### config.mk
export PLATFORM = sky130hd
export DESIGN_NAME = logic_unit_pipe_flat
export DESIGN_NICKNAME = d
export VERILOG_FILES = /design/src/rtl/logic_unit_pipe_if.sv /design/src/rtl/logic_unit_pipe.sv /design/src/flat_wrapper.sv
export SDC_FILE = /design/constraint.sdc
export NUM_CORES = 1
export LEC_CHECK = 0
export ABC_AREA = 1
export BUFFER_PORTS_ARGS = -buffer_cell sky130_fd_sc_hd__clkbuf_2
export CORE_MARGIN = 2
export CORE_UTILIZATION = 58
export DETAILED_ROUTE_END_ITERATION = 8
export GPL_ROUTABILITY_DRIVEN = 0
export PLACE_DENSITY = 0.81
export SYNTH_ARGS = -nofsm -noshare
export SYNTH_HDL_FRONTEND = slang
export SYNTH_SLANG_ARGS = --single-unit
### constraint.sdc
create_clock -name clk -period 2.85 [get_ports clk]
set_input_delay 0.57 -clock clk [delete_from_list [all_inputs] [get_ports clk]]
set_output_delay 0.57 -clock clk [all_outputs]
set_load 0.02 [all_outputs]
### src/rtl/logic_unit_pipe_if.sv
// Handshake bundle for logic_unit_pipe: producer-side operands plus the
// consumer-side result/flags, with modports for the driving and receiving ends.
interface logic_unit_pipe_if #(
  parameter int WIDTH = 8
);
  logic [WIDTH-1:0] a;
  logic [WIDTH-1:0] b;
  logic [2:0]       op;
  logic             acc_en;
  logic             acc_clr;
  logic             in_valid;
  logic             in_ready;
  logic [WIDTH-1:0] out;
  logic             out_zero;
  logic             out_parity;
  logic             out_valid;
  logic             out_ready;

  modport master (
    output a, b, op, acc_en, acc_clr, in_valid, out_ready,
    input  in_ready, out, out_zero, out_parity, out_valid
  );

  modport slave (
    input  a, b, op, acc_en, acc_clr, in_valid, out_ready,
    output in_ready, out, out_zero, out_parity, out_valid
  );
endinterface

### src/rtl/logic_unit_pipe.sv
// Pipelined WIDTH-bit bitwise logic unit with an accumulator feedback operand
// and a 2-entry output FIFO carrying {result, zero, parity}.
module logic_unit_pipe #(
  parameter int               WIDTH    = 8,
  parameter logic [WIDTH-1:0] ACC_INIT = '0
) (
  input logic               clk,
  input logic               rst_n,
  logic_unit_pipe_if.slave  bus
);

  logic [WIDTH-1:0] r_acc;
  logic [WIDTH-1:0] w_accop;
  logic [WIDTH-1:0] w_opb;
  logic [WIDTH-1:0] w_result;
  logic [WIDTH+1:0] r_mem [2];
  logic [1:0]       r_count;
  logic             r_rd;
  logic             r_wr;
  logic             w_push;
  logic             w_pop;

  assign w_accop = bus.acc_clr ? ACC_INIT : r_acc;
  assign w_opb   = bus.acc_en ? w_accop : bus.b;

  always_comb begin
    w_result = bus.a;
    case (bus.op)
      3'd0:    w_result = bus.a & w_opb;
      3'd1:    w_result = bus.a | w_opb;
      3'd2:    w_result = bus.a ^ w_opb;
      3'd3:    w_result = ~(bus.a ^ w_opb);
      3'd4:    w_result = ~(bus.a & w_opb);
      3'd5:    w_result = ~(bus.a | w_opb);
      3'd6:    w_result = ~bus.a;
      default: w_result = bus.a;
    endcase
  end

  // in_ready depends only on the registered count, never on out_ready.
  assign bus.in_ready  = (r_count < 2'd2);
  assign bus.out_valid = (r_count != 2'd0);
  assign w_push        = bus.in_valid & bus.in_ready;
  assign w_pop         = bus.out_valid & bus.out_ready;

  assign {bus.out, bus.out_zero, bus.out_parity} = r_mem[r_rd];

  generate
    for (genvar gi = 0; gi < 2; gi++) begin : g_entry
      always_ff @(posedge clk or negedge rst_n) begin
        if (!rst_n) begin
          r_mem[gi] <= '0;
        end else if (w_push && (r_wr == 1'(gi))) begin
          r_mem[gi] <= {w_result, ~|w_result, ^w_result};
        end
      end
    end
  endgenerate

  always_ff @(posedge clk or negedge rst_n) begin
    if (!rst_n) begin
      r_acc   <= ACC_INIT;
      r_count <= 2'd0;
      r_rd    <= 1'b0;
      r_wr    <= 1'b0;
    end else begin
      if (w_push) begin
        r_acc <= w_result;
        r_wr  <= ~r_wr;
      end
      if (w_pop) begin
        r_rd <= ~r_rd;
      end
      // A push and pop in the same cycle leave the occupancy unchanged.
      case ({w_push, w_pop})
        2'b10:   r_count <= r_count + 2'd1;
        2'b01:   r_count <= r_count - 2'd1;
        default: r_count <= r_count;
      endcase
    end
  end

endmodule

### src/flat_wrapper.sv
// flat-port wrapper written by rule: the top's interface ports become plain ports
module logic_unit_pipe_flat 
#(
  parameter int               WIDTH    = 8,
  parameter logic [WIDTH-1:0] ACC_INIT = '0
)
  (clk, rst_n, bus_a, bus_b, bus_op, bus_acc_en, bus_acc_clr, bus_in_valid, bus_out_ready, bus_in_ready, bus_out, bus_out_zero, bus_out_parity, bus_out_valid);
  logic_unit_pipe_if #(.WIDTH(WIDTH)) bus_i ();
  input logic clk;
  input logic rst_n;
  input wire logic [$bits(bus_i.a)-1:0] bus_a;
  input wire logic [$bits(bus_i.b)-1:0] bus_b;
  input wire logic [$bits(bus_i.op)-1:0] bus_op;
  input wire logic [$bits(bus_i.acc_en)-1:0] bus_acc_en;
  input wire logic [$bits(bus_i.acc_clr)-1:0] bus_acc_clr;
  input wire logic [$bits(bus_i.in_valid)-1:0] bus_in_valid;
  input wire logic [$bits(bus_i.out_ready)-1:0] bus_out_ready;
  output wire logic [$bits(bus_i.in_ready)-1:0] bus_in_ready;
  output wire logic [$bits(bus_i.out)-1:0] bus_out;
  output wire logic [$bits(bus_i.out_zero)-1:0] bus_out_zero;
  output wire logic [$bits(bus_i.out_parity)-1:0] bus_out_parity;
  output wire logic [$bits(bus_i.out_valid)-1:0] bus_out_valid;
  assign bus_i.a = bus_a;
  assign bus_i.b = bus_b;
  assign bus_i.op = bus_op;
  assign bus_i.acc_en = bus_acc_en;
  assign bus_i.acc_clr = bus_acc_clr;
  assign bus_i.in_valid = bus_in_valid;
  assign bus_i.out_ready = bus_out_ready;
  assign bus_in_ready = bus_i.in_ready;
  assign bus_out = bus_i.out;
  assign bus_out_zero = bus_i.out_zero;
  assign bus_out_parity = bus_i.out_parity;
  assign bus_out_valid = bus_i.out_valid;
  logic_unit_pipe #(.WIDTH(WIDTH), .ACC_INIT(ACC_INIT)) u_core (.clk(clk), .rst_n(rst_n), .bus(bus_i));
endmodule
After elaboration in Yosys (flattened, before gate mapping). Cells that the tools add are included. W data, S select, Z words.

Eq/ne operators: 8. $lt $le $gt $ge: 2. Mux-type cells: 7. Add/sub/neg operators: 2. Bitwise logic cells: 12. Multipliers: 0. Reductions and logical operators: 8. Shift-type cells: 0. Div/mod/pow operators: 0.

Operator list (number): $pmux W8 S7 (1); $not A8 Y8 (4); $mux W10 (3); $mux W8 (2); $eq A3 B3 Y1 const B (3); $and A8 B8 Y8 (1); $or A8 B8 Y8 (1); $reduce_or A8 Y1 (1); $reduce_xor A8 Y1 (1); $xor A8 B8 Y8 (1); $eq A3 B2 Y1 const B (2); $pmux W2 S2 (1); $reduce_bool A2 Y1 (2); $eq A3 B1 Y1 const B (1); $logic_not A3 Y1 (1); $add A2 B1 Y2 const B (1); $and A1 B1 Y1 (2); $eq A2 B1 Y1 const B (1); $eq A2 B2 Y1 const B (1); $ge A2 B2 Y1 const B (1); $logic_and A1 B1 Y1 (2); $lt A2 B2 Y1 const B (1); $not A1 Y1 (2); $not A1 Y2 (1); 2 further kinds (2).

Bits in read-only memories: 0. Bits in latches: 0. Output and inout bits: 12. RAM bits: 0. Memories kept: 0. Flip-flop bits (word level): 32. Word-level logic and storage cells: 45. Input bits: 25.

Logic depth before layout (Yosys ltp). Gate-level depths: netlist (run 1).

Depth in word-level cells: 7. Gate-level depth with buffers: 16.

Least setup slack after synthesis (run 1). OpenSTA, ideal clock, no wires.

Kind: input -> register. Start: input port bus_acc_en. End: register u_core.r_mem[10] (netlist bit). Arrival: 2382 ps. Setup slack: 338 ps. Library setup time: 130 ps. Cell stages on the path: 15. Data required time: 2720 ps. Cells stage by stage: inv_2 > nor2_1 > a22oi_1 > ha_1 > inv_1 > nand2_1 > nand2_1 > nor2_1 > nand2_1 > nand2_1 > ha_1 > xor2_1 > xnor2_1 > nand2_1 > o21ai_1.

Cells in the longest elaborated chain, start to end: 5.

RTL lines: start: declaration (line flat_wrapper.sv:14) `input wire logic [$bits(bus_i.acc_en)-1:0] bus_acc_en;`; $mux W8 (*) (line logic_unit_pipe.sv:24) `assign w_opb = bus.acc_en ? w_accop : bus.b;`; $or A8 B8 Y8, or another cell as far along (line logic_unit_pipe.sv:30, logic_unit_pipe.sv:34); $not A8 Y8 (on tied branches) (line logic_unit_pipe.sv:34, logic_unit_pipe.sv:32, logic_unit_pipe.sv:33); $pmux W8 S7 (*) (line logic_unit_pipe.sv:28) `case (bus.op)`; $reduce_xor A8 Y1 (*) (line logic_unit_pipe.sv:54) `r_mem[gi] <= {w_result, ~|w_result, ^w_result};`; end signal: indexed assignment (line logic_unit_pipe.sv:54); end: declaration (line logic_unit_pipe.sv:16) `logic [WIDTH+1:0] r_mem [2];`.

Mark *: on every way between the ends. The rest lies on a longest branch, timed or not. A chain may end at the register's enable or synchronous reset.

Worst setup path after layout (run 1). Ends and elaborated chain as after synthesis.

==> qor.yml, run 1 <==
detailed_routing:
  drtIter0Drc: 301
  drt_wl_total_mm: 6.16
  avgViaCountPerCell: 5.50
  wl_met2_mm: 2.84
  top_layer_used: "met4"
  wl_met1_mm: 2.73
  num_vias: 2595
  first_pass_iters: 5
  wl_met3_um: 481
  drc: 0
  wire_per_inst_um: 13.0
  antenna_left: 0
timing:
  fin_crit_sh_pct: 88.4
  period_needed_ns: 2.52
  tightest_slew_ns: 0.786
  fin_worst_skew_ns: 0.00550
  max_freq_ghz: 0.397
  slew-limit-headroom_pct: 47.6
  final-max-slew-violation-count: 0
  rsz0062_at_grt: "no"
  hold_viol: 0
  setup_violations: 0
  setup_ws_ns: 0.331
run:
  maxCapViolCount: 0
pwr:
  leakage_uw: 0.00171
  peakVddDrop_uv: 670
  power.density_nw_per_um2: 744
cells_and_area:
  drive_gt1_share_pct: 17.1
  ff_latch_area_um2: 801
  fillCellCount: 392
  multi_input_area_um2: 1500
  utilization_pct: 66.8
  fin_area_um2: 2870
  diodes: 0
  fin_nets: 465
  area_growth_pct: 12.2
placement:
  dpl_cell_area_um2: 2770
  place_ws_ns: -0.124
  hpwl_mm: 4.52
  port_buffers: 36
floorplan:
  die_h_um: 70.4
  die_w_um: 70.4
  ios: 37
  initial_utilization_pct: 59.5
  rows: 24
  die_area_um2: 4950
  core_um2: 4290
yosys:
  synth_flop_cell: "dfrtp_1"
  yosysMostFrequentCell: "nand2_1"
  synth-edff-count: 0
  synth_fp_nets: 429
  ys_ff_latch: 32
  syn_area_um2: 2550
  synthArstFlopShare_pct: 100
  avgSynthCellArea_um2: 6.67
  synth_top_area_cell: "dfrtp_1"
  synth_top_area_share_pct: 31.3
  synth_common_cells: "nand2_1 (149), nand3_1 (46), dfrtp_1 (32)"
  yosys_warnings: 0
  synth.area.top_cells: "dfrtp_1 (31%), nand2_1 (22%), ha_1 (10%), nand3_1 (9.0%), nand4_1 (5.4%)"
  seq_area_frac_synth_pct: 31.3
  synth_cell_types: 24
  syn_inst: 383
clock_tree:
  clkLatencyLatePin_ns: 0.28
  postCtsSetupBuffers: 0
  cts_tree: "done"
  htreeDepth: 2
  clockRootBuffer: "clkbuf_8"
  holdBufCountCts: 0
  cts_made_buffers: 5
  clockBufferDepth: 2
  clock_sinks: 32
  clkSlewWorstSetupHoldPaths_ns: 0.07
setup_path:
  slowest_stage: "ha_1"
  slowest_delay_ns: 0.33
  critPathArrivalTime_ns: 2.73
  critical_path_class: "primary input to flip-flop"
  crit_top_cell: "nand2_1"
  crit_chain: "clkbuf_2 > inv_2 > nor2_2 > a22oi_1 > ha_1 > nand4_1 > nand2_1 > nor2_1 > nand2_1 > nand2_1 > ha_1 > xnor2_1 > xnor2_1 > nand2_1 > o21ai_1"
  critPathMaxFanout: 8
  cp_data_required_time_ns: 3.06
  critPathCaptureType: "flip-flop"
  worst_setup_path_start_kind: "primary input"
hold_path:
  hp-class: "primary input to async pin"
global_route:
  grt_pass1_vias: 2363
  grt_first_pass_wirelength_mm: 10.7
  antenna_found_initial: 0
  grt_max_degree: 33
  grt_overflow: 0
  track_usage_pct: 26.9
run_status:
  status: "finished clean"
## registers in the layout, summed over array words and instances (netlist names)
register        cells
u_core.r_mem       20
u_core.r_acc        8
u_core.r_count      2
u_core.r_rd         1
u_core.r_wr         1
## final cells by class
class	count	area share, %
clock buffer	6	2.88
clock inverter	2	0.349
inverter	48	6.29
multi-input combinational	289	52.2
sequential	32	27.9
tap	52	2.27
timing repair buffer	43	8.12
## stage by stage
| step | hold WS [ns] | TNS, ns | instances | total power (uW) |
|---|---|---|---|---|
| 6_report | 0.357 | 0 | 472 | 2130 |
| 3_5_place_dp | 0.466 | -0.233 | 464 | 1770 |
| 5_1_grt | 0.408 | 0 | 472 | 2320 |
| 4_1_cts | 0.381 | 0 | 472 | 2140 |
| 2_1_floorplan | 0.274 | 0 | 383 | 1490 |
| 3_3_place_gp | 0.457 | -0.0116 | 464 | 1750 |
## critical path, delay by kind of cell
family,cells,cell delay [ns]
adders and majority gates,2,0.64
xor gates and xnor gates,2,0.37
and+or+nand+nor,7,0.79
buffers and inverters,2,0.11
AOI/OAI and AO/OA,2,0.25
## where the power goes
group          total (uW)  switching, uW  internal (uW)
sequential            786            135            651
combinational         989            632            357
clock                 359            167            193
## layout by cell type, fill, tap and decap left out
cell	instances
o21ai_0	2
a21oi_1	3
buf_4	7
clkbuf_2	36
o21ai_1	3
nand3_2	1
inv_2	16
nand4_1	22
xor2_1	3
a22oi_1	8
ha_1	21
nor2_1	19
inv_1	31
clkbuf_8	6
nand2_1	149
nand3_1	46
or2_1	1
nor2_2	2
nand3b_1	4
dfrtp_1	32
clkinv_1	1
nor2_4	2
xnor2_1	3
clkinv_2	2
## kinds of logic (layout without fill, tap and decap cells)
| kind of cell | Yosys count | count (layout) | synth area share [%] |
|---|---|---|---|
| compound gates | 16 | 16 | 3.92 |
| xor+xnor | 6 | 6 | 2.06 |
| buf+inv | 62 | 99 | 10.2 |
| flops | 32 | 32 | 31.3 |
| fa+ha+maj | 21 | 21 | 10.3 |
| simple gates | 246 | 246 | 42.2 |
## per-layer routing
layer / up-vias / global-route usage, %
met2: 111 / 42.3
li1: 1310 / -
met1: 1161 / 36.2
met4: 0 / 9.19
met5: - / 0
met3: 13 / 6.49
## what timing repair did
action / in CTS / in global routing
resized for setup: 0 / 1
endpoints found under the setup margin: 0 / 2
hold endpoints to repair: 0 / 0
## worst paths after layout
kind                            startpoint                to  slack [ns]  depth (start not counted)
setup / recovery                bus_acc_en  u_core.r_mem[10]        0.33                         15
hold / removal                       rst_n   u_core.r_acc[5]        0.36                          1
setup reg to reg           u_core.r_acc[6]  u_core.r_mem[10]        0.53                         13
hold reg to reg            u_core.r_mem[8]   u_core.r_mem[8]        0.48                          2
max in group asynchronous            rst_n  u_core.r_mem[15]        1.99                          1
min in group clk           u_core.r_mem[8]   u_core.r_mem[8]        0.48                          2
(Power assumes the default switching activity.)
==> run 2: changes to the inputs <==
--- a/config.mk
+++ b/config.mk
@@ -12,6 +12,7 @@
 export DETAILED_ROUTE_END_ITERATION = 8
 export GPL_ROUTABILITY_DRIVEN = 0
 export PLACE_DENSITY = 0.81
+export RECOVER_POWER = 25
 export SYNTH_ARGS = -nofsm -noshare
 export SYNTH_HDL_FRONTEND = slang
 export SYNTH_SLANG_ARGS = --single-unit
==> run 2 against run 1 <==
Against the previous run:
- clock skew up 0.0022 ns
- global-route usage unchanged
- worst setup slack better by 0.0075 ns
- largest power group unchanged
- the flow now finishes with violations (capacitance limit, slew limit)
- clock-buffer cell count unchanged
- via count down 0.58%
- register-to-register slack about the same
==> qor.yml, run 2 (same netlist as run 1, synthesis figures left out) <==
clock_tree:
  cts_tree: "done"
  clkSlewWorstSetupHoldPaths_ns: 0.07  # about the same
  clockBufferDepth: 2  # unchanged
  clkLatencyLatePin_ns: 0.28  # about the same
  cts_made_buffers: 5  # unchanged
  holdBufCountCts: 0  # unchanged
  htreeDepth: 2  # unchanged
  clockRootBuffer: "clkbuf_8"
  clock_sinks: 32  # unchanged
timing:
  slew-limit-headroom_pct: -12.7  # -60 points
  setup_violations: 0  # unchanged
  fin_crit_sh_pct: 88.1  # -0.26 points
  tightest_slew_ns: 1.69  # +0.904 ns
  hold_viol: 0  # unchanged
  fin_worst_skew_ns: 0.00774  # +0.00223 ns
  rsz0062_at_grt: "no"
  final-max-slew-violation-count: 33  # +33
  max_freq_ghz: 0.398  # +0.30%
  period_needed_ns: 2.51  # -0.00751 ns
hold_path:
  holdPathEnd: "u_core.r_mem[8]"
  min_from: "u_core.r_mem[8]"
  hp-class: "flip-flop to flip-flop"
  hold_depth: 2
cells_and_area:
  diodes: 0  # unchanged
  utilization_pct: 66.7  # about the same
  drive_gt1_share_pct: 16.9  # -0.24 points
  top_regs: "u_core.r_mem: 20 flops, u_core.r_acc: 8 flops, u_core.r_count: 2 flops"
  layout_common_cells: "nand2_1 (149), nand3_1 (46), clkbuf_2 (35), dfrtp_1 (32), inv_1 (31)"
  final_common_cell: "nand2_1"
  regMostFlops: "u_core.r_mem"
  fin_area_um2: 2870  # about the same
  area_growth_pct: 12.1  # about the same
  largest_reg_flops: 20  # unchanged
  fin_nets: 465  # unchanged
pwr:
  p_comb_share_pct: 46.3  # about the same
  power.density_nw_per_um2: 746  # +0.24%
  sequentialPowerShare_pct: 36.8  # about the same
  leakage_uw: 0.00171  # -0.17%
  p_switching_uw: 938  # +0.45%
  peakVddDrop_uv: 672  # +0.29%
  p_int_uw: 1200  # about the same
  clockPowerShare_pct: 17.0  # +0.2 points
  netSwitchingFraction_pct: 43.9  # +0.11 points
setup_path:
  critPathArrivalTime_ns: 2.73  # about the same
  critPathBufInv: 2  # unchanged
  critPathCaptureType: "flip-flop"
  crit_chain: "clkbuf_2 > inv_2 > nor2_2 > a22oi_1 > ha_1 > nand4_1 > nand2_1 > nor2_1 > nand2_1 > nand2_1 > ha_1 > xnor2_1 > xnor2_1 > nand2_1 > o21ai_1"
  critPathMaxFanout: 8  # unchanged
  slowest_stage: "ha_1"
  slowest_delay_ns: 0.34  # about the same
  critical_path_class: "primary input to flip-flop"
  r2r_slack_ns: 0.53  # about the same
  timing.rr.end: "u_core.r_mem[10]"
  startpoint: "bus_acc_en"
  crit_top_cell: "nand2_1"
  r2r_cells: 13  # unchanged
  reg2reg_from: "u_core.r_acc[6]"
  worst_setup_path_start_kind: "primary input"
  cp_top_family: "simple AND/OR/NAND/NOR gates"
  cp_data_required_time_ns: 3.07  # about the same
placement:
  dpl_cell_area_um2: 2770  # unchanged
  port_buffers: 36  # unchanged
  hpwl_mm: 4.52  # unchanged
detailed_routing:
  first_pass_iters: 5  # unchanged
  num_vias: 2580  # -0.58%
  drtIter0Drc: 301  # unchanged
  antenna_left: 0  # unchanged
  drt_wl_total_mm: 6.20  # +0.76%
  drc: 0  # unchanged
  wire_per_inst_um: 13.1  # +0.76%
  avgViaCountPerCell: 5.47  # -0.58%
run:
  maxCapViolCount: 1  # +1
floorplan:
  core_um2: 4290  # unchanged
  die_w_um: 70.4  # unchanged
  ios: 37  # unchanged
  die_h_um: 70.4  # unchanged
  rows: 24  # unchanged
  die_area_um2: 4950  # unchanged
  initial_utilization_pct: 59.5  # unchanged
global_route:
  track_usage_pct: 26.9  # unchanged
  grt_overflow: 0  # unchanged
  grt_max_degree: 33  # unchanged
  grt_pass1_vias: 2363  # unchanged
  grt_first_pass_wirelength_mm: 10.7  # unchanged
  antenna_found_initial: 0  # unchanged
run_status:
  status: "complete, but fails checks"
  violations: "capacitance limit, slew limit"
==> run 2: metal layers <==
layer | track usage (%) | up-vias | routed length [um]
li1 | - | 1308 | -
met1 | 36.2 | 1174 | 2870
met2 | 42.3 | 86 | 2840
met3 | 6.49 | 12 | 399
met4 | 9.19 | 0 | 93
met5 | 0 | - | 0
==> run 2: through the flow <==
stage | total power (uW) | hold WS (ns) | TNS [ns] | instances | setup slack (ns)
after CTS | 2140 | 0.381 | 0 | 472 | 0.164
after global routing | 2320 | 0.505 | 0 | 472 | 0.168
after detailed placement | 1770 | 0.466 | -0.233 | 464 | -0.124
after global placement | 1750 | 0.457 | -0.0116 | 464 | -0.00915
after floorplan | 1490 | 0.274 | 0 | 383 | 0.338
final | 2140 | 0.482 | 0 | 472 | 0.339
==> run 2: what timing repair did <==
action,CTS,global route
setup buffers,0,0
endpoints found under the setup margin,0,2
hold endpoints to repair,0,0
gates resized for setup,0,1
==> run 2: how the worst max path moves through the flow <==
stage | cells past startpoint | endpoint
finish | 15 | u_core.r_mem[10]
floorplan | 15 | u_core.r_mem[10]
global placement | 16 | u_core.r_mem[10]
detailed placement | 15 | u_core.r_mem[10]
global route | 15 | u_core.r_mem[10]
CTS | 15 | u_core.r_mem[10]
==> run 2: layout make-up <==
| type | instances | area [um^2] |
|---|---|---|
| Timing Repair Buffer | 43 | 231 |
| Fill cell | 392 | 1430 |
| Clock inverter | 2 | 10.0 |
| Tap cell | 52 | 65.1 |
| Clock buffer | 6 | 82.6 |
| Inverter | 48 | 180 |
| Sequential cell | 32 | 801 |
| Multi-Input combinational cell | 289 | 1500 |
==> run 2: power groups by stage <==
stage               Combinational (uW)  Sequential [uW]  Clock [uW]
finish                             990              786         362
global route                      1120              812         393
CTS                                993              784         367
detailed placement                 983              789           0
global placement                   962              784           0
floorplan                          748              741           0
==> run 2: worst min-delay path, delay by kind of cell, from the launching register on <==
family	cells	cell delay [ns]
DFF	1	0.35
and+or+nand+nor	2	0.10
==> run 3: changes to the inputs <==
--- a/config.mk
+++ b/config.mk
@@ -13,6 +13,7 @@
 export GPL_ROUTABILITY_DRIVEN = 0
 export PLACE_DENSITY = 0.81
 export RECOVER_POWER = 25
+export REMOVE_ABC_BUFFERS = 1
 export SYNTH_ARGS = -nofsm -noshare
 export SYNTH_HDL_FRONTEND = slang
 export SYNTH_SLANG_ARGS = --single-unit
==> run 3 against run 2 <==
Against the previous run:
- the flow still finishes with violations (capacitance limit, slew limit)
- total power increased by 0.34%
- sequential share of layout area barely moved
- worst setup slack better by 0.0094 ns
- wire length is 1.9% lower
- global-route usage is 0.73 points lower
- die area stayed put
- core utilization shrank 0.058 points
- first-iteration DRC count decreased by 1.3%
- flip-flop and latch count is the same
- critical path type unchanged
==> qor.yml, run 3 (same netlist as run 1, synthesis figures left out) <==
timing:
  fin_worst_skew_ns: 0.00344  # -0.00430 ns
  slew-limit-headroom_pct: -11.1  # +1.6 points
  final.setup.tns_ns: 0  # unchanged
  max_freq_ghz: 0.400  # +0.37%
  rsz0062_at_grt: "no"
  hold_viol: 0  # unchanged
  tightest_slew_ns: 1.67  # -0.0235 ns
  hold_slack_ns: 0.476  # -0.00667 ns
  setup_violations: 0  # unchanged
  period_needed_ns: 2.50  # -0.00936 ns
  final-max-slew-violation-count: 33  # unchanged
  fin_crit_sh_pct: 87.8  # -0.33 points
detailed_routing:
  drtIter0Drc: 297  # -1.3%
  num_vias: 2573  # -0.27%
  antenna_left: 0  # unchanged
  first_pass_iters: 7  # +2
  wire_per_inst_um: 12.9  # -1.9%
  avgViaCountPerCell: 5.45  # -0.27%
  drc: 0  # unchanged
  drt_wl_total_mm: 6.09  # -1.9%
pwr:
  peakVddDrop_uv: 581  # -13%
  clockPowerShare_pct: 16.8  # -0.2 points
  finalPower_uw: 2150  # +0.34%
  p_int_uw: 1210  # +0.74%
  netSwitchingFraction_pct: 43.6  # -0.22 points
  p_comb_share_pct: 46.6  # +0.3 points
  leakage_uw: 0.00171  # -0.34%
  sequentialPowerShare_pct: 36.6  # -0.2 points
  power.density_nw_per_um2: 749  # +0.43%
  p_switching_uw: 936  # -0.16%
hold_path:
  min_from: "u_core.r_mem[1]"
  hp-class: "flip-flop to flip-flop"
cells_and_area:
  fin_nets: 465  # unchanged
  area_growth_pct: 12.0  # about the same
  final_common_cell: "nand2_1"
  utilization_pct: 66.7  # about the same
  largest_reg_flops: 20  # unchanged
  diodes: 0  # unchanged
  regMostFlops: "u_core.r_mem"
  top_regs: "u_core.r_mem: 20 flops, u_core.r_acc: 8 flops, u_core.r_count: 2 flops"
  drive_gt1_share_pct: 16.4  # -0.48 points
  layout_common_cells: "nand2_1 (149), nand3_1 (46), clkbuf_2 (35), dfrtp_1 (32), inv_1 (31)"
  fillCellCount: 432  # +10%
placement:
  hpwl_mm: 4.49  # -0.85%
  port_buffers: 36  # unchanged
global_route:
  grt_overflow: 0  # unchanged
  met3_usage_pct: 3.46  # -3.0 points
  track_usage_pct: 26.1  # -0.73 points
  use_met1_pct: 36.5  # +0.33 points
  busiest_layer: "met2"
  grt_max_degree: 33  # unchanged
  grt_pass1_vias: 2315  # -2.0%
  grt_util_met2_pct: 41.5  # -0.84 points
  grt_first_pass_wirelength_mm: 10.4  # -2.5%
  antenna_found_initial: 0  # unchanged
run_status:
  violations: "capacitance limit, slew limit"
  status: "complete, but fails checks"
clock_tree:
  postCtsSetupBuffers: 0  # unchanged
  clockBufferDepth: 2  # unchanged
  cts_tree: "done"
  clockRootBuffer: "clkbuf_8"
  cts_made_buffers: 5  # unchanged
  clkSlewWorstSetupHoldPaths_ns: 0.06  # about the same
  clkLatencyLatePin_ns: 0.29  # about the same
  htreeDepth: 2  # unchanged
  holdBufCountCts: 0  # unchanged
  clock_sinks: 32  # unchanged
  cts_resized: 0  # unchanged
setup_path:
  critPathArrivalTime_ns: 2.72  # about the same
  critical_path_class: "primary input to flip-flop"
  critPathCaptureType: "flip-flop"
  cp_data_required_time_ns: 3.06  # about the same
  critPathMaxFanout: 8  # unchanged
  r2r_slack_ns: 0.58  # +0.05 ns
  worst_setup_path_start_kind: "primary input"
  startpoint: "bus_acc_en"
  reg2reg_from: "u_core.r_acc[5]"
floorplan:
  die_area_um2: 4950  # unchanged
  die_w_um: 70.4  # unchanged
  rows: 24  # unchanged
  die_h_um: 70.4  # unchanged
  initial_utilization_pct: 59.5  # unchanged
  core_um2: 4290  # unchanged
  ios: 37  # unchanged
run:
  maxCapViolCount: 1  # unchanged
[run 3: final timing paths]
kind,cells after the start,to
worst max-delay path,15,u_core.r_mem[10]
worst min-delay path,2,u_core.r_mem[1]
worst max register to register,13,u_core.r_mem[10]
worst min register to register,2,u_core.r_mem[1]
max in group asynchronous,1,u_core.r_rd
min in group asynchronous,1,u_core.r_acc[1]
[run 3: layer usage]
metal,routed length (um),part of all wire [%],vias up
met4,57,0.94,0
met2,2900,48,80
met5,0,0,-
met1,2800,46,1183
met3,332,5.5,6
li1,-,-,1304
[run 3: worst max-delay path: stages]
cell and delay [ns]:
clkbuf_2 0.08, inv_2 0.03, nor2_2 0.28, a22oi_1 0.18, ha_1 0.33, nand4_1 0.10
nand2_1 0.09, nor2_1 0.04, nand2_1 0.13, nand2_1 0.08, ha_1 0.28, xnor2_1 0.20
xnor2_1 0.17, nand2_1 0.07, o21ai_1 0.07
[run 3: layout make-up]
| class | instances | area [um^2] | share of cell area (%) |
|---|---|---|---|
| tap | 52 | 65.1 | 2.27 |
| timing repair buffer | 43 | 231 | 8.09 |
| multi-input combinational | 289 | 1500 | 52.2 |
| clock buffer | 8 | 90.1 | 3.15 |
| sequential | 32 | 801 | 28.0 |
| inverter | 48 | 180 | 6.29 |
[run 3: power by group through the flow]
stage               clock network [uW]  registers [uW]  logic, uW
finish                             361             785        999
global route                       386             808       1130
CTS                                363             782       1000
global placement                     0             784        969
detailed placement                   0             790        993
floorplan                            0             753        708
[run 3: metrics by stage]
step	instances	cell area, um^2	worst slack [ns]
global route	472	2860	0.114
CTS	472	2860	0.165
floorplan	369	2470	0.307
global placement	464	2770	-0.0400
detailed placement	464	2770	-0.117
finish	472	2860	0.348
